`src/rtl/bus_trace_pkg.sv`:
```
// Shared types for the bus trace buffer: capture FSM states, default geometry and the trace entry layout.
package bus_trace_pkg;

  localparam int DEF_DATA_WIDTH = 32;
  localparam int DEF_MEM_DEPTH  = 64;
  localparam int DEF_TS_WIDTH   = 16;
  localparam int DEF_ADDR_WIDTH = $clog2(DEF_MEM_DEPTH);

  typedef enum logic [1:0] {
    IDLE  = 2'd0,
    ARMED = 2'd1,
    POST  = 2'd2,
    DONE  = 2'd3
  } state_e;

  // Entry layout at the default geometry; the top rebuilds it from its own parameters.
  typedef struct packed {
    logic [DEF_TS_WIDTH-1:0]   ts;
    logic                      is_write;
    logic [DEF_ADDR_WIDTH-1:0] addr;
    logic [DEF_DATA_WIDTH-1:0] data;
  } trace_entry_t;

  function automatic logic [7:0] sat_inc8(input logic [7:0] v);
    return (v == 8'hFF) ? v : v + 8'd1;
  endfunction

endpackage

```
`src/rtl/bus_trace_buffer_ram.sv`:
```
// Simple dual-port trace storage: one write port, one registered read port.
// A read and a write of the same slot in one cycle return the old contents.
module trace_ram
  import bus_trace_pkg::*;
#(
  parameter int  DEPTH = 16,
  parameter int  WIDTH = 55,
  localparam int AW    = $clog2(DEPTH)
) (
  input  logic             clk,
  input  logic             we_i,
  input  logic [AW-1:0]    waddr_i,
  input  logic [WIDTH-1:0] wdata_i,
  input  logic             re_i,
  input  logic [AW-1:0]    raddr_i,
  output logic [WIDTH-1:0] rdata_o
);

  logic [WIDTH-1:0] mem_q [DEPTH];

  always_ff @(posedge clk) begin
    if (we_i) begin
      mem_q[waddr_i] <= wdata_i;
    end
    if (re_i) begin
      rdata_o <= mem_q[raddr_i];
    end
  end

endmodule

```
`src/rtl/bus_trace_buffer.sv`:
```
// Passive snooper of the CPU<->data-memory bus: timestamps writes and read responses into a
// circular trace RAM, with arm / address trigger / post-trigger count control and indexed readout.
module bus_trace_buffer
  import bus_trace_pkg::*;
#(
  parameter int  DATA_WIDTH  = 32,
  parameter int  MEM_DEPTH   = 64,
  parameter int  TRACE_DEPTH = 16,
  parameter int  TS_WIDTH    = 16,
  localparam int ADDR_WIDTH  = $clog2(MEM_DEPTH),
  localparam int IDX_W       = $clog2(TRACE_DEPTH),
  localparam int ENTRY_W     = TS_WIDTH + 1 + ADDR_WIDTH + DATA_WIDTH
) (
  input  logic                  clk,
  input  logic                  reset,
  input  logic                  mon_req_valid,
  input  logic                  mon_we,
  input  logic [ADDR_WIDTH-1:0] mon_addr,
  input  logic [DATA_WIDTH-1:0] mon_wdata,
  input  logic                  mon_valid_data,
  input  logic [DATA_WIDTH-1:0] mon_rdata,
  input  logic                  arm,
  input  logic                  stop_on_full,
  input  logic                  trig_en,
  input  logic [ADDR_WIDTH-1:0] trig_addr,
  input  logic [IDX_W:0]        post_count,
  input  logic                  rd_en,
  input  logic [IDX_W-1:0]      rd_idx,
  output logic                  rd_valid,
  output logic [ENTRY_W-1:0]    rd_entry,
  output logic [IDX_W:0]        count,
  output logic                  capturing,
  output logic                  done,
  output logic [7:0]            drop_cnt
);

  localparam logic [IDX_W:0]      FULL_CNT = (IDX_W+1)'(TRACE_DEPTH);
  localparam logic [IDX_W:0]      LAST_CNT = (IDX_W+1)'(TRACE_DEPTH - 1);
  localparam logic [IDX_W:0]      CNT_ZERO = (IDX_W+1)'(0);
  localparam logic [IDX_W:0]      CNT_ONE  = (IDX_W+1)'(1);
  localparam logic [IDX_W-1:0]    PTR_ONE  = IDX_W'(1);
  localparam logic [TS_WIDTH-1:0] TS_ONE   = TS_WIDTH'(1);

  typedef struct packed {
    logic [TS_WIDTH-1:0]   ts;
    logic                  is_write;
    logic [ADDR_WIDTH-1:0] addr;
    logic [DATA_WIDTH-1:0] data;
  } entry_t;

  state_e                state_q, state_d;
  logic [IDX_W-1:0]      wr_ptr_q, wr_ptr_d;
  logic [IDX_W:0]        count_q, count_d;
  logic [IDX_W:0]        rem_q, rem_d;
  logic [TS_WIDTH-1:0]   ts_q, ts_d;
  logic [7:0]            drop_q, drop_d;
  logic [ADDR_WIDTH-1:0] pend_addr_q, pend_addr_d;
  logic                  cfg_stop_q, cfg_stop_d;
  logic                  cfg_trig_q, cfg_trig_d;
  logic [ADDR_WIDTH-1:0] cfg_taddr_q, cfg_taddr_d;
  logic [IDX_W:0]        cfg_post_q, cfg_post_d;
  logic                  rd_valid_q, rd_oob_q;

  logic                  ev_w, ev_r, accept, store, full_hit, trig_hit;
  logic [ADDR_WIDTH-1:0] ev_addr;
  entry_t                ev_entry;
  logic [IDX_W-1:0]      rd_phys;
  logic [ENTRY_W-1:0]    ram_rdata;

  // A write wins over a simultaneous read response; the read response is the dropped one.
  always_comb begin
    ev_w              = mon_req_valid & mon_we;
    ev_r              = mon_valid_data;
    ev_addr           = ev_w ? mon_addr : pend_addr_q;
    ev_entry.ts       = ts_q;
    ev_entry.is_write = ev_w;
    ev_entry.addr     = ev_addr;
    ev_entry.data     = ev_w ? mon_wdata : mon_rdata;
    accept            = (state_q == ARMED) || ((state_q == POST) && (rem_q != CNT_ZERO));
    store             = ~arm & accept & (ev_w | ev_r);
    full_hit          = (count_q == LAST_CNT);
    trig_hit          = cfg_trig_q & (ev_addr == cfg_taddr_q);
    rd_phys           = (count_q == FULL_CNT) ? (wr_ptr_q + rd_idx) : rd_idx;
  end

  always_comb begin
    state_d     = state_q;
    wr_ptr_d    = wr_ptr_q;
    count_d     = count_q;
    rem_d       = rem_q;
    ts_d        = ts_q + TS_ONE;
    drop_d      = drop_q;
    cfg_stop_d  = cfg_stop_q;
    cfg_trig_d  = cfg_trig_q;
    cfg_taddr_d = cfg_taddr_q;
    cfg_post_d  = cfg_post_q;
    if (mon_req_valid && !mon_we) begin
      pend_addr_d = mon_addr;
    end else begin
      pend_addr_d = pend_addr_q;
    end

    if (arm) begin
      state_d     = ARMED;
      wr_ptr_d    = '0;
      count_d     = CNT_ZERO;
      rem_d       = CNT_ZERO;
      ts_d        = '0;
      drop_d      = 8'd0;
      cfg_stop_d  = stop_on_full;
      cfg_trig_d  = trig_en;
      cfg_taddr_d = trig_addr;
      cfg_post_d  = post_count;
    end else begin
      if (store) begin
        wr_ptr_d = wr_ptr_q + PTR_ONE;
        count_d  = (count_q == FULL_CNT) ? count_q : count_q + CNT_ONE;
        drop_d   = (ev_w && ev_r) ? sat_inc8(drop_q) : drop_q;
      end else begin
        count_d = count_q;
      end
      // rem==0 in POST means the post-trigger window is already filled, so nothing more is stored.
      case (state_q)
        ARMED: begin
          if (store && cfg_stop_q && full_hit) begin
            state_d = DONE;
          end else if (store && trig_hit) begin
            state_d = POST;
            rem_d   = cfg_post_q;
          end else begin
            state_d = ARMED;
          end
        end
        POST: begin
          if (rem_q == CNT_ZERO) begin
            state_d = DONE;
          end else if (store) begin
            rem_d   = rem_q - CNT_ONE;
            state_d = ((rem_q == CNT_ONE) || (cfg_stop_q && full_hit)) ? DONE : POST;
          end else begin
            state_d = POST;
          end
        end
        default: state_d = state_q;
      endcase
    end
  end

  always_ff @(posedge clk) begin
    if (reset) begin
      state_q     <= IDLE;
      wr_ptr_q    <= '0;
      count_q     <= CNT_ZERO;
      rem_q       <= CNT_ZERO;
      ts_q        <= '0;
      drop_q      <= 8'd0;
      pend_addr_q <= '0;
      cfg_stop_q  <= 1'b0;
      cfg_trig_q  <= 1'b0;
      cfg_taddr_q <= '0;
      cfg_post_q  <= CNT_ZERO;
      rd_valid_q  <= 1'b0;
      rd_oob_q    <= 1'b0;
    end else begin
      state_q     <= state_d;
      wr_ptr_q    <= wr_ptr_d;
      count_q     <= count_d;
      rem_q       <= rem_d;
      ts_q        <= ts_d;
      drop_q      <= drop_d;
      pend_addr_q <= pend_addr_d;
      cfg_stop_q  <= cfg_stop_d;
      cfg_trig_q  <= cfg_trig_d;
      cfg_taddr_q <= cfg_taddr_d;
      cfg_post_q  <= cfg_post_d;
      rd_valid_q  <= rd_en;
      rd_oob_q    <= ({1'b0, rd_idx} >= count_q);
    end
  end

  trace_ram #(
    .DEPTH (TRACE_DEPTH),
    .WIDTH (ENTRY_W)
  ) u_ram (
    .clk     (clk),
    .we_i    (store),
    .waddr_i (wr_ptr_q),
    .wdata_i (ev_entry),
    .re_i    (rd_en),
    .raddr_i (rd_phys),
    .rdata_o (ram_rdata)
  );

  assign rd_valid  = rd_valid_q;
  assign rd_entry  = (rd_valid_q && !rd_oob_q) ? ram_rdata : '0;
  assign count     = count_q;
  assign capturing = (state_q == ARMED) || (state_q == POST);
  assign done      = (state_q == DONE);
  assign drop_cnt  = drop_q;

endmodule

```
`config.mk`:
```
export PLATFORM = sky130hd
export DESIGN_NAME = bus_trace_buffer
export DESIGN_NICKNAME = d
export VERILOG_FILES = /design/src/rtl/bus_trace_pkg.sv /design/src/rtl/bus_trace_buffer_ram.sv /design/src/rtl/bus_trace_buffer.sv
export SDC_FILE = /design/constraint.sdc
export NUM_CORES = 1
export LEC_CHECK = 0
export CAP_MARGIN = 30
export CELL_PAD_IN_SITES_DETAIL_PLACEMENT = 1
export CELL_PAD_IN_SITES_GLOBAL_PLACEMENT = 1
export CORE_MARGIN = 8
export CORE_UTILIZATION = 57
export CTS_BUF_LIST = sky130_fd_sc_hd__clkbuf_4 sky130_fd_sc_hd__clkbuf_8 sky130_fd_sc_hd__clkbuf_16
export DETAILED_ROUTE_END_ITERATION = 8
export PLACE_DENSITY_LB_ADDON = 0.05
export RECOVER_POWER = 25
export SLEW_MARGIN = 20
export SYNTH_ARGS = -nofsm -noshare
export SYNTH_HDL_FRONTEND = slang
export SYNTH_HIERARCHICAL = 1
export SYNTH_SLANG_ARGS = --single-unit
export TNS_END_PERCENT = 50
```
`constraint.sdc`:
```
create_clock -name clk -period 14.5 [get_ports clk]
set_clock_uncertainty 0.1 [all_clocks]
set_input_delay 1.45 -clock clk [delete_from_list [all_inputs] [get_ports clk]]
set_output_delay 1.45 -clock clk [all_outputs]
set_load 0.03 [all_outputs]
```
==> results.ini <==
[run_status]
status=complete, but fails checks
violations=capacitance limit, slew limit

[sta]
finalSetupViolations=0
setup_ws_ns=7.18
max_freq_mhz=137
worstMarginPinSlew_ns=3.62
relSlewSlack_pct=-141
hold_viol=0
fin_crit_sh_pct=50.5
finalWorstPathRequiredPeriod_ns=7.32
drv_slew=198
tns_ns=0
rsz0062_at_grt=false

[yosys]
synth_common_cells=edfxtp_1 (935), mux4_2 (220), nand2_1 (183)
yosys.cell_count.top_type=edfxtp_1
yosysTopAreaCellShare_pct=73.0
syn_area_sq_um=38500
syn_nets=2067
synthSimpleGateAreaFrac_pct=4.54
ys_seq_area_share_pct=76.1
async_flop_share_pct=0
syn_area_per_cell_sq_um=19.7
yosys_warnings=6
synth-edff-count=935
synthCells=1953
ys_ff_latch=996
ys.flop_type=edfxtp_1
synth-compound-area-share_pct=3.02
synth-adder-area-share_pct=0.670
yosys-top-cells-area=edfxtp_1 (73%), mux4_2 (13%), dfxtp_1 (3.2%)
synth_cell_types=54
synth_top_family_by_area=multiplexers
synth_xor_area_share_pct=0.797
yosys.area.top_type=edfxtp_1
synth.mux.area_fraction_pct=13.4

[die]
die-area_sq_um=76100
rows=95
design.core.area_sq_um=67000
die_h_um=276
ios=165
die_w_um=276
start_util_pct=57.4

[clocking]
cts_buffer_depth=3
cts_root_buf=clkbuf_16
cts.sinks=996
cts_hold_buf=0
htreeDepth=3
clock_latency_ns=0.64
clkTransAtPathRegs_ns=0.06
cts_made_buffers=99
post_cts_buffers=0
tritoncts=yes
cts_resized=0

[grt]
first_global_vias=21700
grt_first_pass_wirelength_um=141000
antenna_found_initial=0
grt_max_degree=156
grt_overflow=0
track_usage_pct=25.7

[layout]
nets=2280
fin_area_sq_um=44600
area_growth_pct=15.9
drive_gt1_share_pct=19.6

[critical_path]
cp_data_arrival_time_ns=7.75
slowest_delay_ns=1.76
slowest_stage=clkbuf_1
r2r_setup_slack_ns=9.04
critPathLaunchType=primary input
cp_cell_sequence=dlygate4sd3_1, nand2_2, clkbuf_1, clkinv_1, clkbuf_1, o21ai_0, nand4_1, o21a_1, or4_1, a21oi_1
cp_common_cell=clkbuf_1
crit_fanout=62
required_ns=14.93
crit_type=primary input to flip-flop
crit_path_end_kind=flip-flop

[detailed_routing]
drtIter0Drc=1778
drc=0
viasPerCell=6.34
drt_wl_total_um=96700
ant_nets=0
vias=19800
wire_per_inst_um=31.0
firstDrtPassIters=5

[place]
place_ws_ns=8.36
port_buffers=164
gp_congestion=0.727
placed_cell_area_sq_um=41300
dp_hpwl_um=50100

[power]
ir_drop_uv=68.9
p_leak_nw=14.7
power_density_nw_per_um2=136
power.total_w=0.00607

[hold_path]
hp-class=flip-flop to flip-flop

[flow_run]
max-cap-violations=5

## registers in the layout (all words and copies together), names as in the netlist, 2 cells and up
signal	count
wr_ptr_q	4
state_q	2
pend_addr_q	6
count	5
u_ram/rdata_o	55
cfg_taddr_q	6
rem_q	5
ts_q	16
drop_cnt	8
u_ram/mem_q	880
cfg_post_q	5
## metrics by stage
stage               hold WS (ns)  utilization (%)  instances
floorplan                  0.352                -       1953
global placement           0.372             61.5       2930
detailed placement         0.397             61.7       2935
CTS                        0.412             66.5       3116
global route               0.445             66.5       3119
finish                     0.406             66.5       3121
## layout make-up
class	count	area, sq um
multi-input cells	836	8750
flip-flops and latches	996	29300
diodes	2	5.00
well taps	873	1090
inverters	21	78.8
clock inverters	62	561
repair buffers	212	2110
fillers	5539	22500
clock buffers	119	2690
## per-layer routing
metal  share of wire [%]  GRT usage (%)  routed length, um  vias to the layer above
met3                 6.9           3.92               6710                      168
met4                 2.6           7.97               2470                        0
met2                  52           44.3              50000                      827
met1                  39           33.8              37500                    10500
li1                    -              -                  -                     8299
met5                   0              0                  0                        -
## layout by cell type, fill, tap and decap left out, drive strengths merged, types with 19 or more instances in the layout
cell,Yosys,final
clkbuf,59,129
clkinv,0,47
a22oi,110,110
buf,41,39
nand2,183,183
nor2,73,73
clkdlybuf4s50,0,145
edfxtp,935,935
dfxtp,61,61
and2,59,59
inv,21,20
ha,19,19
mux4,220,220
## final timing paths
kind / from / end / depth (start not counted)
min: cfg_post_q[4]$_SDFFE_PP0P_ / cfg_post_q[4]$_SDFFE_PP0P_ / 2
max reg2reg: state_q[0]$_SDFFE_PP0P_ / u_ram/mem_q[8][19]$_DFFE_PP_ / 9
min reg2reg: cfg_post_q[4]$_SDFFE_PP0P_ / cfg_post_q[4]$_SDFFE_PP0P_ / 2
max: mon_req_valid / rem_q[0]$_SDFFE_PP0P_ / 10
## critical path, delay by kind of cell
family	cells	cell delay, ns
AOI/OAI and AO/OA	3	1.25
buffers and inverters	4	4.11
and+or+nand+nor	3	0.90
## cells by family after synthesis
group | after synthesis
compound gates | 162
xor+xnor | 35
fa+ha+maj | 20
buf+inv | 121
flops | 996
mux | 239
simple gates | 380
## power breakdown
group	switching, W	internal [W]	leakage [nW]
logic	0.000194	0.000137	3.98
registers	0.0000113	0.00318	9.15
clock network	0.00106	0.00149	1.61
Power figures use the tool's default switching activity.
